**src/rtl/mbist_march_ctrl_if.sv**
```systemverilog
// Controller-side bundle: start/status toward the MBIST top plus the fault_mem access port.
interface mbist_march_ctrl_if #(
   parameter int DATA_WIDTH = 8,
   parameter int ADDR_WIDTH = 4
);
   logic                  start;
   logic                  busy;
   logic                  done;
   logic                  fail;
   logic [ADDR_WIDTH-1:0] fail_addr;
   logic [2:0]            fail_elem;
   logic [7:0]            fail_count;
   logic                  mem_write_read;
   logic [ADDR_WIDTH-1:0] mem_address;
   logic [DATA_WIDTH-1:0] mem_wdata;
   logic [DATA_WIDTH-1:0] mem_rdata;

   modport master (
      input  start, mem_rdata,
      output busy, done, fail, fail_addr, fail_elem, fail_count,
             mem_write_read, mem_address, mem_wdata
   );

   modport slave (
      output start, mem_rdata,
      input  busy, done, fail, fail_addr, fail_elem, fail_count,
             mem_write_read, mem_address, mem_wdata
   );
endinterface

```
**src/rtl/mbist_march_ctrl.sv**
```systemverilog
// March C- self-test controller for fault_mem: six elements over 0..CAPACITY, reads compared
// two cycles later, sticky fail with first-failure address/element and saturating count.
module mbist_march_ctrl #(
   parameter int                    DATA_WIDTH = 8,
   parameter int                    ADDR_WIDTH = 4,
   parameter int                    CAPACITY   = 15,
   parameter logic [DATA_WIDTH-1:0] DATA_BG    = {DATA_WIDTH{1'b0}}
) (
   input logic                clk,
   input logic                rst,
   mbist_march_ctrl_if.master bus
);
   typedef enum logic [2:0] {IDLE, SETUP, OP, DRAIN, DONE} state_t;

   localparam logic [ADDR_WIDTH-1:0] LAST = ADDR_WIDTH'(CAPACITY);

   state_t                state;
   logic [2:0]            elem;
   logic                  drain_last;
   logic                  s0_vld, s1_vld;
   logic [DATA_WIDTH-1:0] s0_exp, s1_exp;
   logic [ADDR_WIDTH-1:0] s0_addr, s1_addr;
   logic [2:0]            s0_elem, s1_elem;
   logic [2:0]            elem_nxt;
   logic                  at_end;
   logic                  two_op;
   logic                  miscmp;

   function automatic logic is_up(input logic [2:0] e);
      return !(e == 3'd3 || e == 3'd4);
   endfunction

   function automatic logic [ADDR_WIDTH-1:0] first_addr(input logic [2:0] e);
      return is_up(e) ? {ADDR_WIDTH{1'b0}} : LAST;
   endfunction

   // M1/M3 write the inverted background, M2/M4 expect it back
   function automatic logic [DATA_WIDTH-1:0] wval(input logic [2:0] e);
      return (e == 3'd1 || e == 3'd3) ? ~DATA_BG : DATA_BG;
   endfunction

   function automatic logic [DATA_WIDTH-1:0] rval(input logic [2:0] e);
      return (e == 3'd2 || e == 3'd4) ? ~DATA_BG : DATA_BG;
   endfunction

   assign elem_nxt = elem + 3'd1;
   assign two_op   = (elem != 3'd0) && (elem != 3'd5);
   assign at_end   = is_up(elem) ? (bus.mem_address == LAST)
                                 : (bus.mem_address == {ADDR_WIDTH{1'b0}});
   assign miscmp   = s1_vld && (bus.mem_rdata != s1_exp);

   always_ff @(posedge clk or posedge rst) begin
      if (rst) begin
         state              <= IDLE;
         elem               <= 3'd0;
         drain_last         <= 1'b0;
         s0_vld             <= 1'b0;
         s1_vld             <= 1'b0;
         s0_exp             <= DATA_BG;
         s1_exp             <= DATA_BG;
         s0_addr            <= '0;
         s1_addr            <= '0;
         s0_elem            <= 3'd0;
         s1_elem            <= 3'd0;
         bus.busy           <= 1'b0;
         bus.done           <= 1'b0;
         bus.fail           <= 1'b0;
         bus.fail_addr      <= '0;
         bus.fail_elem      <= 3'd0;
         bus.fail_count     <= 8'd0;
         bus.mem_write_read <= 1'b0;
         bus.mem_address    <= '0;
         bus.mem_wdata      <= DATA_BG;
      end else begin
         s0_vld   <= (state == OP) && !bus.mem_write_read;
         s0_exp   <= rval(elem);
         s0_addr  <= bus.mem_address;
         s0_elem  <= elem;
         s1_vld   <= s0_vld;
         s1_exp   <= s0_exp;
         s1_addr  <= s0_addr;
         s1_elem  <= s0_elem;
         bus.done <= 1'b0;

         if (miscmp) begin
            if (bus.fail_count != 8'hFF) bus.fail_count <= bus.fail_count + 8'd1;
            if (!bus.fail) begin
               bus.fail      <= 1'b1;
               bus.fail_addr <= s1_addr;
               bus.fail_elem <= s1_elem;
            end
         end

         case (state)
            IDLE, DONE: begin
               if (bus.start) begin
                  state              <= SETUP;
                  elem               <= 3'd0;
                  bus.busy           <= 1'b1;
                  bus.mem_write_read <= 1'b0;
                  bus.mem_address    <= first_addr(3'd0);
                  bus.mem_wdata      <= wval(3'd0);
                  bus.fail           <= 1'b0;
                  bus.fail_addr      <= '0;
                  bus.fail_elem      <= 3'd0;
                  bus.fail_count     <= 8'd0;
               end
            end
            SETUP: begin
               state              <= OP;
               bus.mem_write_read <= (elem == 3'd0);
            end
            OP: begin
               if (two_op && !bus.mem_write_read) begin
                  bus.mem_write_read <= 1'b1;
               end else if (at_end) begin
                  bus.mem_write_read <= 1'b0;
                  if (elem == 3'd5) begin
                     state      <= DRAIN;
                     drain_last <= 1'b0;
                  end else begin
                     state           <= SETUP;
                     elem            <= elem_nxt;
                     bus.mem_address <= first_addr(elem_nxt);
                     bus.mem_wdata   <= wval(elem_nxt);
                  end
               end else begin
                  bus.mem_address    <= is_up(elem) ? bus.mem_address + 1'b1
                                                    : bus.mem_address - 1'b1;
                  bus.mem_write_read <= (elem == 3'd0);
               end
            end
            DRAIN: begin
               drain_last <= 1'b1;
               if (drain_last) begin
                  state    <= DONE;
                  bus.done <= 1'b1;
                  bus.busy <= 1'b0;
               end
            end
            default: state <= IDLE;
         endcase
      end
   end
endmodule

```
**src/flat_wrapper.sv**
```systemverilog
// flat-port wrapper written by rule: the top's interface ports become plain ports
module mbist_march_ctrl_flat 
#(
   parameter int                    DATA_WIDTH = 8,
   parameter int                    ADDR_WIDTH = 4,
   parameter int                    CAPACITY   = 15,
   parameter logic [DATA_WIDTH-1:0] DATA_BG    = {DATA_WIDTH{1'b0}}
)
  (clk, rst, bus_start, bus_mem_rdata, bus_busy, bus_done, bus_fail, bus_fail_addr, bus_fail_elem, bus_fail_count, bus_mem_write_read, bus_mem_address, bus_mem_wdata);
  mbist_march_ctrl_if #(.DATA_WIDTH(DATA_WIDTH), .ADDR_WIDTH(ADDR_WIDTH)) bus_i ();
  input logic clk;
  input logic rst;
  input wire logic [$bits(bus_i.start)-1:0] bus_start;
  input wire logic [$bits(bus_i.mem_rdata)-1:0] bus_mem_rdata;
  output wire logic [$bits(bus_i.busy)-1:0] bus_busy;
  output wire logic [$bits(bus_i.done)-1:0] bus_done;
  output wire logic [$bits(bus_i.fail)-1:0] bus_fail;
  output wire logic [$bits(bus_i.fail_addr)-1:0] bus_fail_addr;
  output wire logic [$bits(bus_i.fail_elem)-1:0] bus_fail_elem;
  output wire logic [$bits(bus_i.fail_count)-1:0] bus_fail_count;
  output wire logic [$bits(bus_i.mem_write_read)-1:0] bus_mem_write_read;
  output wire logic [$bits(bus_i.mem_address)-1:0] bus_mem_address;
  output wire logic [$bits(bus_i.mem_wdata)-1:0] bus_mem_wdata;
  assign bus_i.start = bus_start;
  assign bus_i.mem_rdata = bus_mem_rdata;
  assign bus_busy = bus_i.busy;
  assign bus_done = bus_i.done;
  assign bus_fail = bus_i.fail;
  assign bus_fail_addr = bus_i.fail_addr;
  assign bus_fail_elem = bus_i.fail_elem;
  assign bus_fail_count = bus_i.fail_count;
  assign bus_mem_write_read = bus_i.mem_write_read;
  assign bus_mem_address = bus_i.mem_address;
  assign bus_mem_wdata = bus_i.mem_wdata;
  mbist_march_ctrl #(.DATA_WIDTH(DATA_WIDTH), .ADDR_WIDTH(ADDR_WIDTH), .CAPACITY(CAPACITY), .DATA_BG(DATA_BG)) u_core (.clk(clk), .rst(rst), .bus(bus_i));
endmodule
```
**config.mk**
```make
export PLATFORM = sky130hd
export DESIGN_NAME = mbist_march_ctrl_flat
export DESIGN_NICKNAME = d
export VERILOG_FILES = /design/src/rtl/mbist_march_ctrl_if.sv /design/src/rtl/mbist_march_ctrl.sv /design/src/flat_wrapper.sv
export SDC_FILE = /design/constraint.sdc
export NUM_CORES = 1
export LEC_CHECK = 0
export ABC_AREA = 0
export BUFFER_PORTS_ARGS = -buffer_cell sky130_fd_sc_hd__buf_2
export CORE_UTILIZATION = 55
export CTS_BUF_LIST = sky130_fd_sc_hd__clkbuf_8
export DETAILED_ROUTE_END_ITERATION = 10
export PLACE_DENSITY = 0.88
export RECOVER_POWER = 50
export SLEW_MARGIN = 10
export SYNTH_ARGS = -nofsm -noshare
export SYNTH_HDL_FRONTEND = slang
export SYNTH_SLANG_ARGS = --single-unit
```
**constraint.sdc**
```tcl
create_clock -name clk -period 2.4 [get_ports clk]
set_input_delay 0.12 -clock clk [delete_from_list [all_inputs] [get_ports clk]]
set_output_delay 0.12 -clock clk [all_outputs]
set_load 0.01 [all_outputs]
```
; ---- Word level (Yosys, flattened, before mapping)
; Index checks and enable logic that the tools add are counted.
[classes]
mux = 54
n_reduce_logical = 24
eq_ne = 22
n_addsub = 4
[op_table]
columns = operator, count
row1 = two-way mux 8 bit, 10
row2 = two-way mux 4 bit, 10
row3 = two-way mux 3 bit, 12
row4 = one-hot mux 8 bit (2 select lines), 1
row5 = "== test 3 x 2 -> 1 bit, second input constant", 5
row6 = two-way mux 1 bit, 14
row7 = "== test 3 bit, second input constant", 4
row8 = one-hot mux 3 bit (4 select lines), 1
row9 = AND reduction 4 bit, 3
row10 = "adder 8 x 1 -> 8 bit, second input constant", 1
row11 = "inequality test 2 bit, second input constant", 4
row12 = inequality test 8 bit, 1
row13 = "inequality test 8 bit, second input constant", 1
row14 = one-hot mux 4 bit (2 select lines), 1
row15 = "== test 3 x 1 -> 1 bit, second input constant", 2
row16 = zero test 3 bit, 2
row17 = "inequality test 3 bit, second input constant", 2
row18 = one-hot mux 3 bit (2 select lines), 1
row19 = nonzero test 2 bit, 3
row20 = nonzero test 3 bit, 2
row21 = AND reduction 5 bit, 1
row22 = "adder 4 x 1 -> 4 bit, second input constant", 1
row23 = "== test 4 bit, second input constant", 1
row24 = logical AND 1 bit, 4
row25 = other kinds (12), 17
[word_totals]
out_inout_bits = 31
register_bits = 70
wordCells = 124
input_bits = 11

; ---- Longest topological paths before layout
[logic_depth]
word_depth = 8
ltp_mapped = 9
ltp_nobuf = 9

; ---- Worst setup path after synthesis
; OpenSTA, ideal clock, no wires.
[synth_timing]
kind = flip-flop to flip-flop
startpoint = register u_core.elem[0]
endpoint = register u_core.bus.mem_address[3] (netlist name)
setup_slack_ps = 212
arrival_ps = 2067
setup_ps = 122
n_path_buf = 0
synth_period_minus_slack_ps = 2188
path_stages_with_launch = 10
t_required_ps = 2278
cell_sequence = dfrtp_1 inv_1 ha_1 mux2_4 ha_1 a21o_1 a21oi_1 xor2_1 mux2i_1 a32o_1
[synth_between]
elab_chain_len = 8
elab_cells_between_ends = 22
classes_between = add/sub (1) / eq/ne (8) / mux (7) / reduce/logical (6)
[synth_rtl]
columns = element, line_no
row1 = start: declaration, mbist_march_ctrl.sv:18  ; logic [2:0] elem;
row2 = start signal: assignment, mbist_march_ctrl.sv:123  ; elem <= elem_nxt;
row3 = adder 3 x 1 -> 3 bit, mbist_march_ctrl.sv:46  ; assign elem_nxt = elem + 3'd1;
row4 = == test 3 x 2 -> 1 bit / == test 3 bit (equally long branches), mbist_march_ctrl.sv:30  ; return !(e == 3'd3 || e == 3'd4);
row5 = logical OR 1 bit, mbist_march_ctrl.sv:30
row6 = two-way mux 4 bit, mbist_march_ctrl.sv:34  ; return is_up(e) ? {ADDR_WIDTH{1'b0}} : LAST;
row7 = two-way mux 4 bit, mbist_march_ctrl.sv:118  ; if (elem == 3'd5) begin
row8 = two-way mux 4 bit, mbist_march_ctrl.sv:116  ; end else if (at_end) begin
row9 = two-way mux 4 bit, mbist_march_ctrl.sv:114  ; if (two_op && !bus.mem_write_read) begin
row10 = one-hot mux 4 bit (2 select lines), mbist_march_ctrl.sv:94  ; case (state)
row11 = end signal: assignment, mbist_march_ctrl.sv:101  ; bus.mem_address <= first_addr(3'd0);
row12 = end signal: assignment, mbist_march_ctrl.sv:124  ; bus.mem_address <= first_addr(elem_nxt);
row13 = end signal: assignment, mbist_march_ctrl.sv:128  ; bus.mem_address <= is_up(elem) ? bus.mem_address + 1'b1
row14 = end: declaration, mbist_march_ctrl_if.sv:21  ; mem_write_read, mem_address, mem_wdata
; Parallel ways exist; a longest one is shown, timed or not. The select of a mux whose other input is x is not followed.
; A chain may end at the register's enable or synchronous reset.

; ---- Worst setup path after layout
; Same ends and word-level chain as after synthesis.

==> run metrics <==
outcome=finished clean; dpl cells=295; Critical Path Fanout Max=5; DRT antenna net count=0; Cells after Synth=210; kind of critical path=reg2reg; critical-path cell list=inv_1 > ha_1 > mux2_4 > ha_1 > a21o_1 > a21oi_2 > xor2_1 > mux2i_1 > a32o_1; simple-gate portion of the synthesized area=18.2%; CP arrival=2.49 ns; DR iter-0 viols=62; final worst-path cycle share=95.5%; Synth Flop Type=dfrtp_1; post-DP HPWL=3370 um; Synth Area in Adders=4.60%; #FFs+latches synth=49; M1 WL=1910 um; met3 WL=221 um; Data required, critical path=2.60 ns; GP Congestion=0.846; HP Class=in2reg; routed length per placed instance=15.1 um; antenna violations before repair=0; htree depth=2; final worst slack=0.109 ns; main combinational cell family by area after synthesis=simple AND/OR/NAND/NOR gates; die span in y=67.2 um; setup TNS=0 ns; Final Slew Violations=0; crit start category=flip-flop; clk sinks=49; Worst path most repeated cell=ha_1; Die W=67.2 um; clk slew on worst S/H paths=0.09 ns; Worst VDD drop=428 uV; PwrDens=867 mW/mm2; Storage cell area=0.00123 mm2; residual DRC count=0; yosys warns=0; Util after Layout=66.5%; io pins=42; initial core utilization=57.7%; FF-to-FF path depth=9; largest net degree at the start of global routing=25; footprint of the multi-input gates=976 um2; Post-synth EDFFs=0; fill cell total of the finished layout=322; Met2 Wirelength=2390 um; clk root buf=clkbuf_8; post-synthesis mux area share=7.16%; DRT Wirelength=4620 um; vias in the first global route=1687; clk buf depth=2; Core Area=0.00406 mm2; Distinct cells, synth=56; worst hold path cell count=3; maximum clock frequency=0.436 GHz; max cap viols=0; XOR/XNOR Fraction of Synth Area=2.24%; Critical Path Sink Type=flip-flop; Rows=23; Synth Net Count=229; overall fraction of global-route tracks in use=22.5%; number of diodes=0; Non-Filler Instances=307; Area Overhead vs Synth=15.2%; Top Layer Used=met4; vias per cell=5.64; first drt pass iteration count=4; dpl ws=0.0275 ns; CTS tree=built; LEAKAGE=1.47 nW; Final setup viols=0; Cell Area, Synth=0.00234 mm2; CTS buffer count=5; crit path time final=2.29 ns; CP max stage cell=dfrtp_2; latest clock arrival within the worst-skew pair=0.31 ns; final net count=275; vias post-DR=1730; compound-cell area share of the yosys netlist=9.30%; Slew headroom=61.9%; Clock Skew=0.00675 ns; Remaining Overflow, GRT=0; Largest stage delay, worst path=0.42 ns; Synth async-reset ratio=100%; PortBufs=41; Final Hold Viols=0; Design Power=2.34 mW; worst slew pin tran=0.570 ns; share of cells above drive strength 1=28.8%; Seq/Total Area, Yosys=52.4%; global-route wire length before repair=7380 um; syn avg cell area=11.1 um2; area of the die=0.00452 mm2
-- worst max-delay path: cells and delay by family, from the launching register on --
| family | cells | cell delay, ns |
|---|---|---|
| muxes | 2 | 0.40 |
| DFF | 1 | 0.42 |
| xor gates and xnor gates | 1 | 0.18 |
| buffers and inverters | 1 | 0.08 |
| adders and majority gates | 2 | 0.53 |
| AOI/OAI and AO/OA | 3 | 0.58 |
-- placed cells by master (no fill, tap or decap), types with 5 or more instances in the layout --
cell and count:
a21oi_1 7, and3_1 5, buf_2 41, buf_4 10, clkbuf_8 5, dfrtp_1 47
ha_1 7, inv_1 9, mux2i_1 13, nand2_1 11, nor2_1 24, nor3_1 8
-- report_power, final --
part           switching, mW  total [mW]  leakage [nW]  internal [mW]
logic                  0.427       0.737         0.768          0.310
clock network          0.285       0.492        0.0445          0.207
registers              0.143        1.11         0.654          0.967
total                  0.854        2.34          1.47           1.48
-- layer usage --
metal	up-vias	track usage [%]
met5	-	0
met4	0	8.51
met3	11	5.91
met2	53	40.1
met1	847	25.4
li1	819	-
-- path summary, 6_finish.rpt --
| kind | to | startpoint | slack (ns) |
|---|---|---|---|
| hold reg to reg | u_core.s1_vld | u_core.s0_vld | 0.35 |
| max in group asynchronous | u_core.state[2] | rst | 1.44 |
| setup reg to reg | u_core.bus.mem_address[3] | u_core.elem[0] | 0.11 |
| setup / recovery | u_core.bus.mem_address[3] | u_core.elem[0] | 0.11 |
| hold / removal | u_core.state[2] | bus_start | 0.16 |
| min in group asynchronous | u_core.bus.fail_count[1] | rst | 0.37 |
-- sequential cells by signal, indices dropped and copies added (netlist names) --
name                       flops
u_core.bus.mem_write_read      1
u_core.bus.mem_wdata           1
u_core.s0_vld                  1
u_core.s1_exp                  1
u_core.state                   3
u_core.bus.fail_addr           4
u_core.s0_addr                 4
u_core.bus.fail                1
u_core.s1_addr                 4
u_core.s1_vld                  1
u_core.drain_last              1
u_core.elem                    3
u_core.bus.fail_elem           3
u_core.s0_exp                  1
u_core.s0_elem                 3
u_core.bus.fail_count          8
u_core.bus.done                1
u_core.bus.busy                1
u_core.bus.mem_address         4
u_core.s1_elem                 3
-- logic make-up after synthesis --
family	Yosys count
adders and majority gates	8
and+or+nand+nor	76
xor gates and xnor gates	6
AOI/OAI and AO/OA	30
DFF	49
muxes	16
buffers and inverters	25
-- cell usage after synthesis, drive strengths merged (2+ instances only) --
cell type | number | area [um2]
and3 | 5 | 31.3
a21oi | 8 | 40.0
nand2b | 3 | 18.8
xor2 | 2 | 17.5
nand3 | 4 | 20.0
o21ai | 3 | 15.0
inv | 11 | 41.3
xnor2 | 4 | 35.0
or3 | 2 | 13.8
nor3 | 8 | 40.0
mux2i | 13 | 130
nor3b | 2 | 20.0
buf | 13 | 97.6
ha | 7 | 87.6
a32o | 2 | 20.0
dfrtp | 49 | 1230
nand4 | 3 | 25.0
nor2b | 2 | 12.5
nor4b | 2 | 17.5
a21o | 4 | 30.0
nor4 | 2 | 27.5
mux2 | 3 | 37.5
nand2 | 11 | 41.3
nor2 | 24 | 90.1
o21bai | 2 | 15.0
-- layout make-up --
| cell class | instances | share of cell area, % |
|---|---|---|
| Tap cell | 50 | 2.32 |
| Timing Repair Buffer | 53 | 11.0 |
| Clock buffer | 5 | 2.55 |
| Inverter | 11 | 1.53 |
| Multi-Input combinational cell | 136 | 36.2 |
| Clock inverter | 3 | 0.789 |
| Sequential cell | 49 | 45.6 |
-- per-stage QoR --
stage                     area, um2  hold WS (ns)
final                          2700         0.159
after global placement         2570         0.171
after detailed placement       2570         0.174
after floorplan                2340         0.331
after global routing           2700         0.156
after CTS                      2670         0.149
-- repair_timing --
item                       in CTS  in global routing
hold endpoints to repair       22                  0
buffers inserted                0                  3
resized for setup               0                  3
setup endpoints to repair       0                  4
hold buffers                    1                  0
(Power assumes the default switching activity.)
